## src/rtl/keyboard_op_decoder.sv

```systemverilog
// PS/2 keyboard receiver and operation decoder: validates frames, tracks E0/F0 prefixes, maps keys to 3-bit ops.
// Optional typematic repeat filter enabled by defining KEYBOARD_REPEAT_FILTER_EN.
module keyboard_op_decoder #(
    parameter int unsigned TIMEOUT_CYCLES = 10000,
    parameter int unsigned SYNC_STAGES    = 2
) (
    input  logic       clock,
    input  logic       reset,
    input  logic       ps2_clock,
    input  logic       ps2_data,
    input  logic       keyboard_read_fin,
    output logic       keyboard_ready,
    output logic [2:0] keyboard_data,
    output logic       frame_error_o_test
);

    localparam int unsigned WD_W    = $clog2(TIMEOUT_CYCLES + 1);
    localparam int unsigned CNT_W   = 4;
    localparam int unsigned FRAME_W = 10;
    localparam logic [2:0]  OP_NONE = 3'b110;

    typedef enum logic [1:0] {ST_IDLE, ST_RECV, ST_CHECK} state_e;

    state_e               state_q, state_d;
    logic [SYNC_STAGES-1:0] clk_sync_q, dat_sync_q;
    logic                 clk_prev_q;
    logic [CNT_W-1:0]     bit_cnt_q, bit_cnt_d;
    logic [FRAME_W-1:0]   shift_q, shift_d;
    logic [WD_W-1:0]      wd_q, wd_d;
    logic [7:0]           byte_q, byte_d;
    logic                 byte_vld_q, byte_vld_d;
    logic                 ext_q, ext_d, brk_q, brk_d;
    logic                 ready_q, ready_d;
    logic [2:0]           data_q, data_d;
    logic                 err_q, err_d;

    logic                 ps2_clk_s, ps2_dat_s, fall_c;
    logic [WD_W-1:0]      wd_inc_c;
    logic [3:0]           map_c;

    // Returns {hit, op} for a make code under the current extended-prefix state.
    function automatic logic [3:0] map_code(input logic ext, input logic [7:0] code);
        logic [3:0] r;
        r = 4'b0000;
        if (ext) begin
            case (code)
                8'h75:   r = 4'b1000;
                8'h6B:   r = 4'b1001;
                8'h72:   r = 4'b1010;
                8'h74:   r = 4'b1011;
                default: r = 4'b0000;
            endcase
        end else begin
            case (code)
                8'h1D:   r = 4'b1000;
                8'h1C:   r = 4'b1001;
                8'h1B:   r = 4'b1010;
                8'h23:   r = 4'b1011;
                8'h29:   r = 4'b1100;
                8'h1A:   r = 4'b1101;
                default: r = 4'b0000;
            endcase
        end
        return r;
    endfunction

    assign ps2_clk_s = clk_sync_q[SYNC_STAGES-1];
    assign ps2_dat_s = dat_sync_q[SYNC_STAGES-1];
    assign fall_c    = clk_prev_q & ~ps2_clk_s;
    assign wd_inc_c  = wd_q + WD_W'(1);
    assign map_c     = map_code(ext_q, byte_q);

`ifdef KEYBOARD_REPEAT_FILTER_EN
    logic [8:0] held_q, held_d;
    logic       held_vld_q, held_vld_d;
    logic       held_match_c;
    assign held_match_c = held_vld_q && (held_q == {ext_q, byte_q});
`endif

    always_ff @(posedge clock) begin
        if (reset) begin
            state_q    <= ST_IDLE;
            clk_sync_q <= '1;
            dat_sync_q <= '1;
            clk_prev_q <= 1'b1;
            bit_cnt_q  <= '0;
            shift_q    <= '0;
            wd_q       <= '0;
            byte_q     <= '0;
            byte_vld_q <= 1'b0;
            ext_q      <= 1'b0;
            brk_q      <= 1'b0;
            ready_q    <= 1'b0;
            data_q     <= OP_NONE;
            err_q      <= 1'b0;
`ifdef KEYBOARD_REPEAT_FILTER_EN
            held_q     <= '0;
            held_vld_q <= 1'b0;
`endif
        end else begin
            state_q    <= state_d;
            clk_sync_q <= {clk_sync_q[SYNC_STAGES-2:0], ps2_clock};
            dat_sync_q <= {dat_sync_q[SYNC_STAGES-2:0], ps2_data};
            clk_prev_q <= ps2_clk_s;
            bit_cnt_q  <= bit_cnt_d;
            shift_q    <= shift_d;
            wd_q       <= wd_d;
            byte_q     <= byte_d;
            byte_vld_q <= byte_vld_d;
            ext_q      <= ext_d;
            brk_q      <= brk_d;
            ready_q    <= ready_d;
            data_q     <= data_d;
            err_q      <= err_d;
`ifdef KEYBOARD_REPEAT_FILTER_EN
            held_q     <= held_d;
            held_vld_q <= held_vld_d;
`endif
        end
    end

    always_comb begin
        state_d    = state_q;
        bit_cnt_d  = bit_cnt_q;
        shift_d    = shift_q;
        wd_d       = '0;
        byte_d     = byte_q;
        byte_vld_d = 1'b0;
        err_d      = 1'b0;
        ext_d      = ext_q;
        brk_d      = brk_q;
        ready_d    = ready_q;
        data_d     = data_q;
`ifdef KEYBOARD_REPEAT_FILTER_EN
        held_d     = held_q;
        held_vld_d = held_vld_q;
`endif

        // Frame receiver; shift register ends as {stop, parity, data[7:0]}.
        case (state_q)
            ST_IDLE: begin
                if (fall_c && !ps2_dat_s) begin
                    state_d   = ST_RECV;
                    bit_cnt_d = CNT_W'(1);
                end
            end
            ST_RECV: begin
                if (fall_c) begin
                    shift_d = {ps2_dat_s, shift_q[FRAME_W-1:1]};
                    if (bit_cnt_q == CNT_W'(10)) state_d = ST_CHECK;
                    else                         bit_cnt_d = bit_cnt_q + CNT_W'(1);
                end else if (wd_inc_c == WD_W'(TIMEOUT_CYCLES)) begin
                    state_d = ST_IDLE;
                    err_d   = 1'b1;
                end else begin
                    wd_d = wd_inc_c;
                end
            end
            ST_CHECK: begin
                state_d = ST_IDLE;
                if ((^shift_q[8:0]) && shift_q[9]) begin
                    byte_vld_d = 1'b1;
                    byte_d     = shift_q[7:0];
                end else begin
                    err_d = 1'b1;
                end
            end
            default: state_d = ST_IDLE;
        endcase

        if (ready_q && keyboard_read_fin) ready_d = 1'b0;

        // Code stage: prefixes, break handling, then key mapping; a load beats an acknowledge.
        if (byte_vld_q) begin
            if (byte_q == 8'hE0) begin
                ext_d = 1'b1;
            end else if (byte_q == 8'hF0) begin
                brk_d = 1'b1;
            end else if (brk_q) begin
                brk_d = 1'b0;
                ext_d = 1'b0;
`ifdef KEYBOARD_REPEAT_FILTER_EN
                if (held_match_c) held_vld_d = 1'b0;
`endif
            end else begin
                ext_d = 1'b0;
`ifdef KEYBOARD_REPEAT_FILTER_EN
                if (map_c[3] && !held_match_c) begin
                    ready_d    = 1'b1;
                    data_d     = map_c[2:0];
                    held_d     = {ext_q, byte_q};
                    held_vld_d = 1'b1;
                end
`else
                if (map_c[3]) begin
                    ready_d = 1'b1;
                    data_d  = map_c[2:0];
                end
`endif
            end
        end
    end

    assign keyboard_ready     = ready_q;
    assign keyboard_data      = data_q;
    assign frame_error_o_test = err_q;

endmodule

```

## config.mk

```make
export PLATFORM = sky130hd
export DESIGN_NAME = keyboard_op_decoder
export DESIGN_NICKNAME = d
export VERILOG_FILES = /design/src/rtl/keyboard_op_decoder.sv
export SDC_FILE = /design/constraint.sdc
export NUM_CORES = 1
export LEC_CHECK = 0
export CAP_MARGIN = 20
export CORE_UTILIZATION = 50
export CTS_BUF_LIST = sky130_fd_sc_hd__clkbuf_8
export DETAILED_ROUTE_END_ITERATION = 10
export HOLD_SLACK_MARGIN = 0.03
export PLACE_DENSITY_LB_ADDON = 0.25
export REMOVE_ABC_BUFFERS = 1
export SETUP_SLACK_MARGIN = 0.2
export SLEW_MARGIN = 10
export SYNTH_ARGS = -nofsm -noshare
export SYNTH_HDL_FRONTEND = slang
export SYNTH_SLANG_ARGS = --single-unit
```

## constraint.sdc

```tcl
create_clock -name clock -period 6.8 [get_ports clock]
set_input_delay 1.36 -clock clock [delete_from_list [all_inputs] [get_ports clock]]
set_output_delay 1.36 -clock clock [all_outputs]
set_load 0.005 [all_outputs]
```

======== Yosys cells after proc, flatten, opt, wreduce, memory -nomap -nowiden ========
Cells that the tools add are included.
storage, ports and cells
  bits in registers ....................... 51
  output and inout bits ................... 5
  logic and storage cells ................. 87
operators by class
  $add $sub $neg .......................... 2
  equal/unequal tests ..................... 22
  multiplexer cells ....................... 26
  bitwise logic cells ..................... 7
  reductions and logical operators ........ 16
operator list
  cell                                                                   number
  8-bit by 5-bit equality test with 1-bit output, second input constant  4
  8-bit by 7-bit equality test with 1-bit output, second input constant  4
  4-bit case mux with 6 select lines                                     1
  8-bit by 6-bit equality test with 1-bit output, second input constant  2
  8-bit equality test, second input constant                             2
  4-bit two-way mux                                                      4
  4-bit case mux with 4 select lines                                     1
  14-bit by 1-bit adder with 14-bit output, second input constant        1
  14-bit equality test, second input constant                            1
  1-bit two-way mux                                                      13
  9-bit parity                                                           1
  2-bit two-way mux                                                      4
  2-bit != test, second input constant                                   4
  4-bit case mux with 2 select lines                                     1
  2-bit AND reduction                                                    4
  3-bit != test, second input constant                                   2
  1-bit inverter                                                         6
  5-bit AND reduction                                                    1
  4-bit by 1-bit adder with 4-bit output, second input constant          1
  4-bit equality test, second input constant                             1
  2-bit case mux with 2 select lines                                     1
  4-bit AND reduction                                                    1
  4-bit OR reduction                                                     1
  1-bit logical AND                                                      3
  other kinds (9)                                                        9

======== Longest topological paths before layout ========
Gate-level depths: netlist of the first run.
  word-level depth ........................ 8
  depth in mapped cells ................... 9
  depth with buffers taken out ............ 8

======== Worst setup path before layout of the first run ========
No wires, ideal clock.
  kind .................................... register to register
  from .................................... register byte_q[2]
  to ...................................... register data_q[1] (netlist: keyboard_data[1])
  setup time .............................. 0.120 ns
  arrival time ............................ 2.029 ns
  data required time ...................... 6.680 ns
  slack ................................... 4.652 ns
  cell stages (with the launch flop) ...... 8
  buffers on the path ..................... 1
  cells stage by stage .................... dfxtp_1 > buf_6 > or3b_4 > nor4_4 > a211oi_2 > a2111oi_4 > nor2b_1 > a211o_1
between the ends
  longest elaborated chain between the ends .. 4
ends and longest elaborated chain
  item                                                                                      RTL line  RTL
  from (decl)                                                                               30        logic [7:0] byte_q, byte_d;
  from (signal assigned)                                                                    108       byte_q <= byte_d;
  8-bit by 5-bit equality test with 1-bit output, or another cell as far along              54        case (code)
  4-bit case mux with 6 select lines or 4-bit case mux with 4 select lines (tied branches)  54, 46
  4-bit two-way mux                                                                         45        if (ext) begin
  5-bit AND reduction (no source line)                                                      --
  to (signal assigned)                                                                      113       data_q <= data_d;
  to (decl)                                                                                 34        logic [2:0] data_q, data_d;
Several ways; a longest one is shown, not always the timed one.
A chain may end at the register's enable or synchronous reset.

======== Worst setup path after layout of the first run ========
  from .................................... input port reset
  to ...................................... register wd_q[10]
between the ends
  longest elaborated chain between the ends .. 1
ends and longest elaborated chain
  item                                 RTL line  RTL
  from (decl)                          8         input logic reset,
  4-bit OR reduction (no source line)  --
  to (signal assigned)                 107       wd_q <= wd_d;
  to (decl)                            29        logic [WD_W-1:0] wd_q, wd_d;
Every way passes these cells.

==> results of run 1 <==
## routing by layer
layer,vias up,GRT usage (%)
li1,1000,-
met1,881,23.82
met2,13,29.49
met3,4,4.558
met4,0,7.190
met5,-,0
## critical path, cell delays in order
cell	delay, ns
clkdlybuf4s50_1	0.39
buf_4	0.24
or3_1	0.61
nor2b_1	0.17
## sequential cells by signal (all words and copies together), names as in the netlist
register	flops
clk_sync_q	2
keyboard_ready	1
brk_q	1
clk_prev_q	1
keyboard_data	3
dat_sync_q	2
frame_error_o_test	1
shift_q	10
bit_cnt_q	4
ext_q	1
byte_q	8
state_q	2
wd_q	14
byte_vld_q	1
## where the power goes
group / total (uW) / internal, uW / switching [uW] / leakage (uW)
clock: 182 / 83.3 / 99.1 / 0.0000516
sequential: 309 / 304 / 5.19 / 0.000412
combinational: 50.0 / 17.4 / 32.6 / 0.000502
total: 542 / 405 / 137 / 0.000965
## final cells by class
cell class | instances | share of cell area (%)
Timing Repair Buffer | 11 | 3.729
Inverter | 8 | 1.105
Multi-Input combinational cell | 216 | 50.97
Sequential cell | 51 | 37.57
Clock buffer | 6 | 3.039
Tap cell | 67 | 3.085
Clock inverter | 2 | 0.5064
## Yosys cell counts, drive strengths merged, types with 4 or more instances
cell	n	area (sq um)
dfxtp	51	1021
nor2	41	153.9
nand2	37	138.9
a21oi	19	95.09
mux2i	12	120.1
clkbuf	11	41.29
xnor2	11	96.34
xor2	11	96.34
inv	8	30.03
nand2b	7	43.79
nand3	7	35.03
or2	7	43.79
ha	6	75.07
nor4	6	58.80
nand3b	5	37.54
nor3	5	25.02
buf	4	28.78
nand4	4	25.02
nor2b	4	25.02
## worst max-delay path by stage
stage / from / to / slack, ns
6_report: reset / wd_q[10] / 4.24
5_1_grt: wd_q[0] / wd_q[9] / 4.10
4_1_cts: reset / wd_q[10] / 4.24
3_5_place_dp: reset / wd_q[8] / 3.92
3_3_place_gp: reset / wd_q[10] / 3.94
2_1_floorplan: byte_q[5] / keyboard_data[2] / 4.69
## cells by family (layout without fill, tap and decap cells)
| kind of cell | count (synthesis) | in the layout | synth area share [%] |
|---|---|---|---|
| AOI/OAI and AO/OA | 41 | 41 | 11.83 |
| DFF | 51 | 51 | 40.74 |
| and+or+nand+nor | 134 | 134 | 27.06 |
| xor gates and xnor gates | 23 | 23 | 8.587 |
| adders and majority gates | 6 | 6 | 2.995 |
| muxes | 12 | 12 | 4.793 |
| buffers and inverters | 23 | 27 | 3.994 |
## per-stage QoR
step	utilization [%]	total power, uW	cell area [sq um]	cells
floorplan	-	349.6	2436	275
global placement	54.69	364.0	2618	352
detailed placement	54.77	366.2	2621	353
CTS	56.78	550.3	2718	361
global route	56.78	571.5	2718	361
finish	56.78	541.9	2718	361
==> impl_metrics.json, run 1 <==
{
  "clkLatencyLatePin_ns": 0.30,
  "layout.nets": 304,
  "finalMaxSlewViolations": 0,
  "clk_pin_slew_worst_paths_ns": 0.09,
  "p_leak_uw": 0.0009653,
  "layout_commonest_cell": "dfxtp_1",
  "route.top_layer_used": "met4",
  "numCtsBuffers": 5,
  "ant_nets": 0,
  "synthesis.area_per_instance_sq_um": 8.642,
  "max_slew_margin_pct": 48.63,
  "globalRouteTotalUtil_pct": 18.41,
  "dr_wl_met2_um": 1895,
  "cts_tree": "built",
  "min_path_type": "reg -> reg",
  "number_of_synthesized_flops_with_an_enable_pin": 0,
  "reg2reg_depth": 6,
  "crit-reg2reg-capture": "wd_q[10]",
  "rrSetupSlack_ns": 4.33,
  "placer_congestion_estimate": 0.8525,
  "synth.cell_area_sq_um": 2506,
  "m1WireLength_um": 2231,
  "timing.final.crit_share_pct": 37.70,
  "post-route-drc-count": 0,
  "drive_above_1_share_pct": 7.143,
  "io-pin-count": 10,
  "irDropWorstVdd_v": 0.0001130,
  "dieArea_sq_um": 5299,
  "tns_ns": 0,
  "area_delta_synth_final_pct": 8.437,
  "synth.distinct_cells": 53,
  "place.detailed.hpwl_um": 2989,
  "critPathKind": "in -> reg",
  "final_critical_path_setup_slack_ns": 4.237,
  "yosys_most_used_dff": "dfxtp_1",
  "holdWs_ns": 0.4142,
  "first_iter_violations": 87,
  "worstSetupStartpointType": "input port",
  "seq_area_sq_um": 1021,
  "grt_pass1_wl_um": 7624,
  "wl_per_cell_um": 11.85,
  "cp-end-kind": "flop",
  "min_delay_worst_endpoint": "clk_sync_q[1]",
  "most-common-layout-cells": "dfxtp_1, nor2_1, nand2_1",
  "hold-path-cell-count": 1,
  "floorplan.initialDensity_pct": 52.37,
  "critPathMaxFanout": 39,
  "area_of_combinational_cells_with_multiple_inputs_sq_um": 1385,
  "h-tree-depth": 2,
  "clockBufferDepth": 2,
  "core-area_sq_um": 4786,
  "io_buffer_count": 9,
  "antenna_found_initial": 0,
  "worst-slew-pin-transition_ns": 0.7678,
  "achievable-frequency_mhz": 390.1,
  "die_height_um": 72.80,
  "grt_pass1_vias": 1765,
  "worst_hold_startpoint": "clk_sync_q[0]",
  "route.met3.wl_um": 96,
  "max_cap_violations": 0,
  "grt_start_max_net_pins": 40,
  "worstPathRequired_ns": 7.03,
  "post-cts-setup-buffers": 0,
  "synth_seq_cells": 51,
  "rsz0062_at_grt": "no",
  "routed_wl_um": 4279,
  "outcome": "finished clean",
  "cts_resized": 0,
  "worst_r2r_startpoint": "wd_q[2]",
  "arrival_ns": 2.79,
  "chipWidth_um": 72.80,
  "number_of_vias_after_detailed_routing": 1898,
  "clock_skew_ns": 0.01602,
  "pwr_dens_nw_per_um2": 199.4,
  "placement_setup_slack_ns": 3.919,
  "period_needed_ns": 2.563,
  "cts_hold_repair.buffers": 0,
  "yosysSeqAreaShare_pct": 40.74,
  "finalSetupViolations": 0,
  "clock_sink_count": 51,
  "grt-ovfl-total": 0,
  "ys_async_sr_fraction_pct": 0,
  "route.detailed.vias_per_inst": 5.258,
  "rows": 25,
  "diodes": 0,
  "fill_cells": 441,
  "detail_route.first_pass.iterations": 4,
  "clock_tree.root_cell": "clkbuf_8",
  "finalHoldViolations": 0,
  "syn-instance-count": 290,
  "synth-warning-count": 0
}
Power figures use the tool's default switching activity.
==> run 2: changes to the inputs <==
clock period = 2.2 ns   (was 6.8 ns; I/O delays follow)
==> run 2 against run 1 <==
  * Routed wire length increased by 39%
  * Non-clock buffer count grew 52
  * Worst hold slack improved by 0.0021 ns
  * Via count grew 16%
  * Setup slack worse by 4.1 ns
  * Critical path type is now reg -> reg
  * Critical endpoint is now wd_q[0]
  * Largest cell class unchanged
==> impl_metrics.json, run 2 (synthesis results as in run 1) <==
{
  "cp-end-kind": "flop",
  "largest_register_ff_count": 14,
  "floorplan.initialDensity_pct": 52.37,
  "achievable-frequency_mhz": 483.5,
  "global_route.peak_usage_layer": "met2",
  "most-common-layout-cells": "buf_4, dfxtp_1, nand2_1",
  "max_flop_register": "wd_q",
  "critPathKind": "reg -> reg",
  "grt-ovfl-total": 0,
  "timing.final.crit_share_pct": 94.00,
  "tns_ns": 0,
  "worstSetupStartpointType": "flop",
  "outcome": "finished clean",
  "finalHoldViolations": 0,
  "clock_tree.root_cell": "clkbuf_8",
  "finalMaxSlewViolations": 0,
  "rows": 25,
  "detail_route.first_pass.iterations": 4,
  "worstPathRequired_ns": 2.45,
  "biggestRegsByFlops": "wd_q: 14 flops, shift_q: 10 flops, byte_q: 8 flops",
  "placer_congestion_estimate": 0.8141,
  "power.sequential.fraction_pct": 54.0,
  "p_leak_uw": 0.001303,
  "grt_pass1_vias": 2042,
  "chipWidth_um": 72.80,
  "io-pin-count": 10,
  "rsz0062_at_grt": "yes",
  "p_int_uw": 1271,
  "clkLatencyLatePin_ns": 0.31,
  "layout.nets": 356,
  "grt.met2_usage_pct": 36.76,
  "rrSetupSlack_ns": 0.13,
  "irDropWorstVdd_v": 0.0004875,
  "core-area_sq_um": 4786,
  "routed_wl_um": 5933,
  "place.detailed.hpwl_um": 3511,
  "max_cap_violations": 0,
  "max_slew_margin_pct": 67.55,
  "p_comb_share_pct": 12.6,
  "sw_ratio_pct": 28.21,
  "crit_slowest_cell": "or3_4",
  "grt_start_max_net_pins": 27,
  "route.detailed.vias_per_inst": 5.351,
  "die_height_um": 72.80,
  "arrival_ns": 2.31,
  "antenna_found_initial": 0,
  "pwr_dens_nw_per_um2": 522.2,
  "drive_above_1_share_pct": 32.66,
  "period_needed_ns": 2.068,
  "critPathMaxFanout": 8,
  "numCtsBuffers": 5,
  "power.share.clock_pct": 33.4,
  "crit_path_cell_trace": "nand3_2, buf_4, nor2_1, nor3_1, o2111a_1, or3_4, buf_12, nor2_2",
  "io_buffer_count": 9,
  "cpPeakStageDelay_ns": 0.40,
  "worst-slew-pin-transition_ns": 0.4830,
  "cpLargestDelayFamily": "simple AND/OR/NAND/NOR gates",
  "ant_nets": 0,
  "placed_cell_area_sq_um": 2828,
  "area_delta_synth_final_pct": 35.25,
  "min_path_type": "reg -> reg",
  "grt_pass1_wl_um": 9232,
  "clock_skew_ns": 0.01110,
  "fraction_of_met1_tracks_used_by_global_routing_pct": 28.73,
  "clockBufferDepth": 2,
  "grt_use_met3_pct": 4.558,
  "timing.critical_path.buf_inv": 2,
  "final_design_area_no_fill_sq_um": 3390,
  "first_iter_violations": 184,
  "post-route-drc-count": 0,
  "finalSetupViolations": 0,
  "dieArea_sq_um": 5299,
  "number_of_vias_after_detailed_routing": 2210,
  "layout_commonest_cell": "buf_4",
  "clk_pin_slew_worst_paths_ns": 0.09,
  "h-tree-depth": 2,
  "p_switching_uw": 499.3,
  "utilization_pct": 70.82,
  "cts_tree": "built",
  "diodes": 0,
  "wl_per_cell_um": 14.37,
  "globalRouteTotalUtil_pct": 22.30,
  "clock_sink_count": 51
}
[run 2: changes by cell type in the layout (fill, tap and decap cells not counted), moves of 2 or more]
cell / change
buf_6: +3
nand3_1: -2
nand3_2: +2
dfxtp_4: +3
nor4_1: -3
nor2_1: -9
nor2_2: +3
dfxtp_2: +8
buf_4: +49
inv_6: +2
nor4_4: +3
nor2_4: +6
dfxtp_1: -11
[run 2: final timing paths]
check / cells past startpoint / endpoint / start
worst max-delay path: 8 / wd_q[0] / wd_q[1]
worst min register to register: 1 / clk_sync_q[1] / clk_sync_q[0]
worst max register to register: 8 / wd_q[0] / wd_q[1]
worst min-delay path: 1 / clk_sync_q[1] / clk_sync_q[0]
[run 2: what timing repair did]
| item | CTS | global route |
|---|---|---|
| gates resized for setup | 25 | 38 |
| hold buffers | 0 | 0 |
| endpoints found under the setup margin | 18 | 20 |
| buffers inserted | 16 | 9 |
| pin swaps | 11 | 27 |
[run 2: worst register-to-register path, delay by kind of cell, from the launching register on]
family	cells	cell delay, ns
and+or+nand+nor	5	0.97
DFF	1	0.38
buffers and inverters	2	0.34
AOI/OAI and AO/OA	1	0.30
[run 2: power groups by stage]
stage / sequential, uW / clock (uW) / combinational, uW
6_report: 956 / 592 / 222
5_1_grt: 960 / 640 / 249
4_1_cts: 954 / 606 / 193
3_5_place_dp: 977 / 0 / 176
3_3_place_gp: 976 / 0 / 174
2_1_floorplan: 973 / 0 / 108
[run 2: stage by stage]
step / std cells / worst slack (ns) / hold slack [ns] / total power, uW
after global routing: 413 / 0.03172 / 0.4306 / 1849
after CTS: 404 / 0.1766 / 0.4164 / 1752
after detailed placement: 380 / 0.03618 / 0.3932 / 1153
after floorplan: 275 / 0.08918 / 0.3895 / 1081
final: 413 / 0.1319 / 0.4163 / 1770
after global placement: 380 / 0.1120 / 0.3930 / 1150
[run 2: layout make-up]
class,instances,area (sq um)
repair buffers,63,519.2
clock buffers,5,68.82
flip-flops and latches,51,1042
clock inverters,3,26.28
multi-input cells,216,1619
inverters,8,30.03
fillers,341,1396
well taps,67,83.83
[run 2: metal layers]
| layer | part of all wire (%) | vias to the layer above |
|---|---|---|
| li1 | - | 1109 |
| met1 | 46 | 1046 |
| met2 | 49 | 38 |
| met3 | 2.6 | 17 |
| met4 | 2.4 | 0 |
| met5 | 0 | - |
==> run 3: changes to the inputs <==
SLEW_MARGIN = 20   (was 10)
==> results of run 3 <==
Same layout as run 2: the final DEF is identical, and so are final timing and power.
